### src/rtl/mul_acc_unit.sv
// rtl/mul_acc_unit.sv - multiply / multiply-accumulate unit with a shared half-width accumulate adder
//
// One operation in flight. MUL holds for MUL_LAT cycles. MADD/MSUB then add
// or subtract the product into {hi,lo} one half per cycle. A single
// WIDTH-bit adder does both halves, with the carry or borrow saved in between.

module mul_acc_unit #(
  parameter int WIDTH   = 32,
  parameter int MUL_LAT = 2
) (
  input  logic                 clk,
  input  logic                 rst,
  input  logic                 req_valid,
  output logic                 req_ready,
  input  logic [1:0]           op,
  input  logic                 is_signed,
  input  logic [WIDTH-1:0]     src_a,
  input  logic [WIDTH-1:0]     src_b,
  input  logic [2*WIDTH-1:0]   hilo,
  input  logic                 cancel,
  output logic                 res_valid,
  input  logic                 res_ready,
  output logic [2*WIDTH-1:0]   res,
  output logic                 busy
);

  localparam logic [1:0] OP_MULT  = 2'b00;
  localparam logic [1:0] OP_MADD  = 2'b01;
  localparam logic [1:0] OP_MSUB  = 2'b10;
  localparam logic [1:0] OP_MULLO = 2'b11;

  // MUL_LAT is at most 8, so 4 bits cover every count
  localparam int                CNT_W    = 4;
  localparam logic [CNT_W-1:0]  CNT_LAST = CNT_W'(MUL_LAT - 1);

  typedef enum logic [2:0] {
    IDLE   = 3'd0,
    MUL    = 3'd1,
    ACC_LO = 3'd2,
    ACC_HI = 3'd3,
    DONE   = 3'd4
  } state_t;

  state_t               state;
  state_t               state_nxt;

  // operation captured at transfer; later input changes cannot disturb it
  logic [1:0]           op_q;
  logic                 sign_q;
  logic [WIDTH-1:0]     a_q;
  logic [WIDTH-1:0]     b_q;
  logic [2*WIDTH-1:0]   hilo_q;

  logic [2*WIDTH-1:0]   prod_q;
  logic [2*WIDTH-1:0]   res_q;
  logic [CNT_W-1:0]     cnt_q;
  logic                 carry_q;

  logic                 accept;
  logic                 mul_last;
  logic                 is_acc_op;
  logic                 is_sub;

  logic [2*WIDTH-1:0]   ext_a;
  logic [2*WIDTH-1:0]   ext_b;
  logic [2*WIDTH-1:0]   product;

  logic                 hi_sel;
  logic [WIDTH-1:0]     add_x;
  logic [WIDTH-1:0]     add_y;
  logic                 add_cin;
  logic [WIDTH:0]       add_sum;
  logic                 add_cout;

  assign accept    = req_valid && req_ready;
  assign mul_last  = (cnt_q == CNT_LAST);
  assign is_acc_op = (op_q == OP_MADD) || (op_q == OP_MSUB);
  assign is_sub    = (op_q == OP_MSUB);

  // Extending by one bit and then taking the product modulo 2^(2W) gives the
  // same result as extending each operand straight to 2W bits. The low 2W
  // bits of the product are therefore all that is needed.
  assign ext_a   = {{WIDTH{sign_q & a_q[WIDTH-1]}}, a_q};
  assign ext_b   = {{WIDTH{sign_q & b_q[WIDTH-1]}}, b_q};
  assign product = ext_a * ext_b;

  // Shared half-width adder: low halves in ACC_LO, high halves plus saved carry/borrow in ACC_HI
  always_comb begin
    hi_sel  = (state == ACC_HI);
    add_x   = hi_sel ? hilo_q[2*WIDTH-1:WIDTH] : hilo_q[WIDTH-1:0];
    add_y   = hi_sel ? prod_q[2*WIDTH-1:WIDTH] : prod_q[WIDTH-1:0];
    add_cin = hi_sel ? carry_q : 1'b0;
    // subtract as x + ~y + !borrow_in; borrow_out is the inverted carry
    if (is_sub) begin
      add_y   = ~add_y;
      add_cin = ~add_cin;
    end
    add_sum  = {1'b0, add_x} + {1'b0, add_y} + {{WIDTH{1'b0}}, add_cin};
    add_cout = is_sub ? ~add_sum[WIDTH] : add_sum[WIDTH];
  end

  // State register
  always_ff @(posedge clk or posedge rst) begin
    if (rst) begin
      state <= IDLE;
    end else begin
      state <= state_nxt;
    end
  end

  // Next-state logic; cancel overrides every transition
  always_comb begin
    state_nxt = state;
    case (state)
      IDLE: begin
        if (accept) state_nxt = MUL;
      end
      MUL: begin
        if (mul_last) state_nxt = is_acc_op ? ACC_LO : DONE;
      end
      ACC_LO: state_nxt = ACC_HI;
      ACC_HI: state_nxt = DONE;
      DONE: begin
        if (res_ready) state_nxt = accept ? MUL : IDLE;
      end
      default: state_nxt = IDLE;
    endcase
    if (cancel) state_nxt = IDLE;
  end

  // Outputs; req_ready is gated by rst because reset holds the FSM in IDLE
  always_comb begin
    req_ready = !rst && !cancel && ((state == IDLE) || ((state == DONE) && res_ready));
    res_valid = (state == DONE);
    busy      = (state != IDLE);
    res       = res_valid ? res_q : '0;
  end

  // Operand capture, multiply latency count, and accumulate datapath
  always_ff @(posedge clk or posedge rst) begin
    if (rst) begin
      op_q    <= OP_MULT;
      sign_q  <= 1'b0;
      a_q     <= '0;
      b_q     <= '0;
      hilo_q  <= '0;
      prod_q  <= '0;
      res_q   <= '0;
      cnt_q   <= '0;
      carry_q <= 1'b0;
    end else if (accept) begin
      op_q    <= op;
      sign_q  <= is_signed;
      a_q     <= src_a;
      b_q     <= src_b;
      hilo_q  <= hilo;
      cnt_q   <= '0;
      carry_q <= 1'b0;
    end else if (!cancel) begin
      case (state)
        MUL: begin
          cnt_q  <= cnt_q + CNT_W'(1);
          prod_q <= product;
          if (mul_last && !is_acc_op) begin
            res_q <= (op_q == OP_MULLO) ? {{WIDTH{1'b0}}, product[WIDTH-1:0]} : product;
          end
        end
        ACC_LO: begin
          res_q[WIDTH-1:0] <= add_sum[WIDTH-1:0];
          carry_q          <= add_cout;
        end
        ACC_HI: begin
          res_q[2*WIDTH-1:WIDTH] <= add_sum[WIDTH-1:0];
        end
        default: ;
      endcase
    end
  end

endmodule

### config.mk
export PLATFORM = sky130hd
export DESIGN_NAME = mul_acc_unit
export DESIGN_NICKNAME = d
export VERILOG_FILES = /design/src/rtl/mul_acc_unit.sv
export SDC_FILE = /design/constraint.sdc
export NUM_CORES = 2
export LEC_CHECK = 0
export ABC_AREA = 1
export CAP_MARGIN = 20
export CORE_UTILIZATION = 30
export DETAILED_ROUTE_END_ITERATION = 8
export PLACE_DENSITY_LB_ADDON = 0.3
export SLEW_MARGIN = 20
export SYNTH_ARGS = -nofsm -noshare
export SYNTH_HDL_FRONTEND = slang
export SYNTH_SLANG_ARGS = --single-unit
### constraint.sdc
create_clock -name clk -period 9.8 [get_ports clk]
set_input_delay 1.96 -clock clk [delete_from_list [all_inputs] [get_ports clk]]
set_output_delay 1.96 -clock clk [all_outputs]
set_load 0.05 [all_outputs]
Word level (Yosys, flattened, before mapping)
Index checks and enable logic that the tools add are counted.

Flip-flop bits (word level): 267. Input bits: 136. Output and inout bits: 67. Word-level logic and storage cells: 81.

Add/subtract/negate cells: 3. Multiply operators: 1. Equality and inequality tests: 13. Multiplexer cells: 24. Bitwise operators: 7. Reductions and logical operators: 22.

Operators by type and width (number): $mux 64 (3); $pmux 32 s2 (2); $mux 32 (3); $mul 33x33->64 (1); $add 32x32->33 (1); $add 33x1->33 (1); $not 32->32 (1); $mux 3 (5); $pmux 3 s5 (1); $mux 4 (3); $reduce_and 4->1 (2); $reduce_bool 2->1 (4); $mux 1 (7); $eq 3x2->1 const B (2); $ne 3x3->1 const B (2); $reduce_and 3->1 (2); $logic_and 1x1->1 (5); $add 4x1->4 const B (1); $eq 2x2->1 const B (2); $eq 4x1->1 const B (1); $not 1->1 (4); $reduce_and 2->1 (2); $eq 3x1->1 const B (1); $eq 3x3->1 const B (1); 9 further kinds (13).

Depth between registers and ports, before layout
Depth in word-level cells: 11. Depth in mapped cells: 38. Mapped depth without buffers: 36.

Worst setup path after synthesis
OpenSTA, ideal clock, no wires.

Path kind: reg2reg. From: register a_q[31]. To: register res_q[62]. Setup time: 0.073 ns. Arrival time: 7.563 ns. Required time: 9.727 ns. Setup slack: 2.164 ns. Stages on the path, launching flop included: 32. Buffers on the path: 2. Period minus slack after synthesis: 7.636 ns. Path through: dfrtp_1 buf_2 nand2_1 inv_1 clkbuf_1 nand2_1 inv_1 fa_1 inv_1 fa_1 inv_1 fa_1 inv_1 fa_1 inv_1 fa_1 fa_1 inv_1 fa_1 fa_1 inv_1 ha_1 a21oi_1 a21boi_0 o21ai_0 nand2_1 nand2_1 a21oi_1 nand2_1 nand2_1 nand3_1 a21oi_2.

Cells in the longest elaborated chain, start to end: 5.

RTL lines: start: declaration (line 50) `logic [WIDTH-1:0] a_q;`; start signal: assignment (line 154) `a_q <= src_a;`; $and 1x1->1 (line 83) `assign ext_a = {{WIDTH{sign_q & a_q[WIDTH-1]}}, a_q};`; $mul 33x33->64 * (line 85) `assign product = ext_a * ext_b;`; $mux 64 * (line 165) `res_q <= (op_q == OP_MULLO) ? {{WIDTH{1'b0}}, product[WIDTH-1:0]} : product;`; $mux 64 * (line 164) `if (mul_last && !is_acc_op) begin`; $pmux 32 s2 * (line 160) `case (state)`; end signal: assignment (line 165); end signal: indexed assignment (line 169) `res_q[WIDTH-1:0] <= add_sum[WIDTH-1:0];`; end signal: indexed assignment (line 173) `res_q[2*WIDTH-1:WIDTH] <= add_sum[WIDTH-1:0];`; end: declaration (line 55) `logic [2*WIDTH-1:0] res_q;`.

Mark *: on every way between the ends. The rest lies on a longest branch, timed or not. The select of a mux whose other input is x is not followed. A chain may end at the register's enable or synchronous reset.

Worst setup path in the final report
From: register b_q[16]. To: register res_q[26].

Cells in the longest elaborated chain, start to end: 4.

RTL lines: start: declaration (line 51) `logic [WIDTH-1:0] b_q;`; start signal: assignment (line 155) `b_q <= src_b;`; $mul 33x33->64 (line 85); $mux 64 (line 165); $mux 64 (line 164); $pmux 32 s2 (line 160).

Every way passes these cells. The select of a mux whose other input is x is not followed.

==> flow_summary.rst <==
.. list-table::
   :header-rows: 1

   * - Metric
     - Value
   * - Outcome
     - complete, no violations
   * - Yosys warning count
     - 0
   * - Top fanout value on the critical path
     - 24
   * - Die ar.
     - 183,000 µm²
   * - Largest area contributor in the synthesized netlist
     - sky130_fd_sc_hd__fa_1
   * - Worst Hold Path Cells
     - 2
   * - H-tree depth
     - 2
   * - Clock buffer count from CTS
     - 38
   * - Nature of the critical path endpoint
     - flip-flop
   * - Mean instance size in the synthesized netlist
     - 7.71 µm²
   * - GRT met2 Usage
     - 35.1%
   * - Row cnt
     - 155
   * - Worst-case clock buffer depth
     - 3
   * - Critical path data arrival time
     - 9.41 ns
   * - Vias post-DR
     - 43,900
   * - Final net count
     - 8,585
   * - Cell area after synthesis
     - 54,400 µm²
   * - Unrepaired setup endpoints after global routing
     - no
   * - DR DRC count
     - 0
   * - Crit path launch
     - b_q[16]$_DFFE_PP0P_
   * - Required time at the endpoint of the critical path
     - 10.25 ns
   * - Starting Density
     - 30.3%
   * - Length in cells of the worst reg-to-reg path
     - 24
   * - Clock Sinks
     - 267
   * - Final WL
     - 184,000 µm
   * - Clock-pin transition on the worst setup and hold timing paths
     - 0.06 ns
   * - Vias in the first global route
     - 47,000
   * - Flip-flop and latch count after synthesis
     - 267
   * - Standard cell core area
     - 179,000 µm²
   * - Global route total overflow
     - 0
   * - Routing layer with the top usage in global route
     - met2
   * - Most frequent standard cell in the layout excluding fill and tap cells
     - sky130_fd_sc_hd__nand2_1
   * - Global Route met3 Usage
     - 1.54%
   * - Overall fraction of global-route tracks in use
     - 20.4%
   * - Startpoint of the most critical hold path
     - prod_q[12]$_DFFE_PP0P_
   * - CTS Hold Buffers Added
     - 0
   * - Vias per std cell
     - 4.64
   * - Post-synthesis sequential area ratio
     - 12.3%
   * - Area Overhead vs Synth
     - 10.6%
   * - Classification of the worst setup path
     - reg2reg
   * - Max frequency
     - 112 MHz
   * - Fraction of registers with async set/reset
     - 100%
   * - Tcrit/Tclk final
     - 91.5%
   * - CTS tree
     - yes
   * - Number of hold violations in the final report
     - 0
   * - Commonest non-fill, non-tap cells in the layout
     - 2,141 x sky130_fd_sc_hd__nand2_1, 1,787 x sky130_fd_sc_hd__inv_1, 1,127 x sky130_fd_sc_hd__fa_1
   * - First-pass iteration count of the detailed router
     - 6
   * - Final weighted congestion of routability-driven global placement
     - 0.942
   * - Area fraction of the dominant cell type after synthesis
     - 41.4%
   * - Launching point of the worst reg2reg path
     - b_q[16]$_DFFE_PP0P_
   * - Post-DP HPWL
     - 157,000 µm
   * - Setup tns final
     - 0 ns
   * - Port bufs
     - 202
   * - Drt initial violations
     - 3,014
   * - # Max-Cap Violations
     - 0
   * - Count of buffers added by post-CTS timing repair for setup
     - 0
   * - Pin count of the biggest net entering global routing
     - 111
   * - Post-layout min period
     - 8.96 ns
   * - Vertical die dimension
     - 428 µm
   * - Final number of setup-violating endpoints
     - 0
   * - CTS resizes
     - 0
   * - Cells after Synth
     - 7,060
   * - Number of pins exceeding their max-slew limit in the final report
     - 0
   * - Number of enable-type register cells in the synthesized netlist
     - 0
   * - Type of the most critical hold path
     - reg2reg
   * - Smallest hold slack
     - 0.474 ns
   * - Max_slew headroom
     - 24.9%
   * - First-pass GRT wire length
     - 287,000 µm
   * - Layout Utilization
     - 33.6%
   * - Number of antenna violations at the first check in global routing
     - 2
   * - Post-detailed-route wirelength per cell
     - 19.4 µm
   * - Library cells used by synthesis
     - 47
   * - Worst-Margin Slew
     - 1.13 ns
   * - Count of boundary I/O pins
     - 203
   * - Fraction of layout cells with a size suffix above 1
     - 3.24%
   * - Most area-consuming cells after synthesis
     - sky130_fd_sc_hd__fa_1 41%, sky130_fd_sc_hd__nand2_1 15%, sky130_fd_sc_hd__inv_1 12%
   * - CTS Root Buffer Type
     - sky130_fd_sc_hd__clkbuf_16
   * - Skew-Pair Late Insertion Delay
     - 0.61 ns
   * - Kind of launch point of the worst setup path
     - flip-flop
   * - Die width
     - 428 µm
   * - Main flop type after synthesis
     - sky130_fd_sc_hd__dfrtp_1
   * - Synthesized netlist net count
     - 8,570
   * - Antenna violation net count after detailed routing
     - 0
   * - Fill cells
     - 19,000
   * - Setup Skew
     - 0.0479 ns
   * - Met1 Resource Use GR
     - 27.5%
-- worst max-delay path, cell delays in order (launching register included) --
cell and delay [ns]:
sky130_fd_sc_hd__dfrtp_1 1.06, sky130_fd_sc_hd__buf_4 0.34, sky130_fd_sc_hd__nand2_1 0.09, sky130_fd_sc_hd__fa_1 0.55, sky130_fd_sc_hd__inv_1 0.05, sky130_fd_sc_hd__fa_1 0.52, sky130_fd_sc_hd__inv_1 0.05, sky130_fd_sc_hd__fa_1 0.46
sky130_fd_sc_hd__fa_1 0.51, sky130_fd_sc_hd__fa_1 0.60, sky130_fd_sc_hd__inv_1 0.06, sky130_fd_sc_hd__fa_1 0.47, sky130_fd_sc_hd__fa_1 0.49, sky130_fd_sc_hd__inv_1 0.05, sky130_fd_sc_hd__fa_1 0.48, sky130_fd_sc_hd__inv_1 0.05
sky130_fd_sc_hd__ha_1 0.42, sky130_fd_sc_hd__a21oi_1 0.26, sky130_fd_sc_hd__o21ai_0 0.17, sky130_fd_sc_hd__a21oi_1 0.48, sky130_fd_sc_hd__nand3_1 0.41, sky130_fd_sc_hd__xor2_1 0.67, sky130_fd_sc_hd__o21ai_0 0.21, sky130_fd_sc_hd__nand2_1 0.20
sky130_fd_sc_hd__o21ai_0 0.11
-- logic make-up after synthesis --
kind of cell,after synthesis,synth area share (%)
XOR/XNOR,76,1.22
AND/OR/NAND/NOR,2772,20.0
buffers and inverters,2151,15.1
multiplexers,5,0.0919
AO/OA/AOI/OAI,415,4.13
adder cells (fa/ha/maj),1374,47.1
flip-flops,267,12.3
-- final timing paths --
path	endpoint	slack, ns
max	res_q[26]$_DFFE_PP0P_	0.84
min	prod_q[12]$_DFFE_PP0P_	0.47
max reg2reg	res_q[26]$_DFFE_PP0P_	0.84
min reg2reg	prod_q[12]$_DFFE_PP0P_	0.47
max in group asynchronous	b_q[18]$_DFFE_PP0P_	6.36
min in group asynchronous	res_q[23]$_DFFE_PP0P_	1.99
-- through the flow --
stage | setup slack [ns] | instances | cell area (µm²)
3_5_place_dp | 0.932 | 9388 | 58900
2_1_floorplan | 0.486 | 7060 | 54400
4_1_cts | 0.902 | 9456 | 60200
3_3_place_gp | 0.993 | 9388 | 58900
5_1_grt | 0.272 | 9458 | 60200
6_report | 0.835 | 9459 | 60200
-- Yosys cell counts (2+ instances only) --
master,n
sky130_fd_sc_hd__a21oi_1,135
sky130_fd_sc_hd__nand3_2,4
sky130_fd_sc_hd__buf_2,36
sky130_fd_sc_hd__o211ai_1,8
sky130_fd_sc_hd__clkbuf_1,297
sky130_fd_sc_hd__o21ai_0,178
sky130_fd_sc_hd__inv_2,10
sky130_fd_sc_hd__nand4_1,31
sky130_fd_sc_hd__a21oi_2,3
sky130_fd_sc_hd__nand2_1,2141
sky130_fd_sc_hd__buf_1,4
sky130_fd_sc_hd__nand2_2,3
sky130_fd_sc_hd__xnor2_1,14
sky130_fd_sc_hd__nor2_2,7
sky130_fd_sc_hd__xor2_1,62
sky130_fd_sc_hd__o22ai_1,11
sky130_fd_sc_hd__dfrtp_1,267
sky130_fd_sc_hd__mux2i_1,5
sky130_fd_sc_hd__nor3_1,17
sky130_fd_sc_hd__o211ai_2,2
sky130_fd_sc_hd__ha_1,247
sky130_fd_sc_hd__buf_6,14
sky130_fd_sc_hd__nor2_1,337
sky130_fd_sc_hd__o21ai_1,32
sky130_fd_sc_hd__inv_1,1788
sky130_fd_sc_hd__a21o_1,5
sky130_fd_sc_hd__fa_1,1127
sky130_fd_sc_hd__a21boi_0,4
sky130_fd_sc_hd__o21bai_1,21
sky130_fd_sc_hd__o21a_1,4
sky130_fd_sc_hd__nand3b_1,8
sky130_fd_sc_hd__nand4_2,2
sky130_fd_sc_hd__or2_2,5
sky130_fd_sc_hd__nor4_1,2
sky130_fd_sc_hd__a31oi_1,8
sky130_fd_sc_hd__nand3_1,210
-- routing by layer --
layer	routed length, µm	vias up
met3	7560	191
met1	80400	22500
met2	90000	1056
met5	0	-
met4	5700	0
li1	-	20200
-- cell type report --
type                    count  area, µm²  area share (%)
diodes                      1       2.50         0.00416
clock buffers              53       1080            1.79
clock inverters            15        209           0.347
inverters                1799       6770            11.2
multi-input cells        4642      39600            65.7
flip-flops and latches    267       6690            11.1
well taps                2355       2950            4.89
repair buffers            327       2990            4.96
-- state kept, by name, indices dropped and copies added (netlist names) --
| signal | flops |
|---|---|
| res_q | 64 |
| cnt_q | 4 |
| hilo_q | 64 |
| sign_q | 1 |
| state | 3 |
| op_q | 2 |
| carry_q | 1 |
| prod_q | 64 |
| b_q | 32 |
| a_q | 32 |
Power is left out: the tool's default activity adds up to more than one toggle a clock period on the data nets, which glitch-free logic cannot reach.
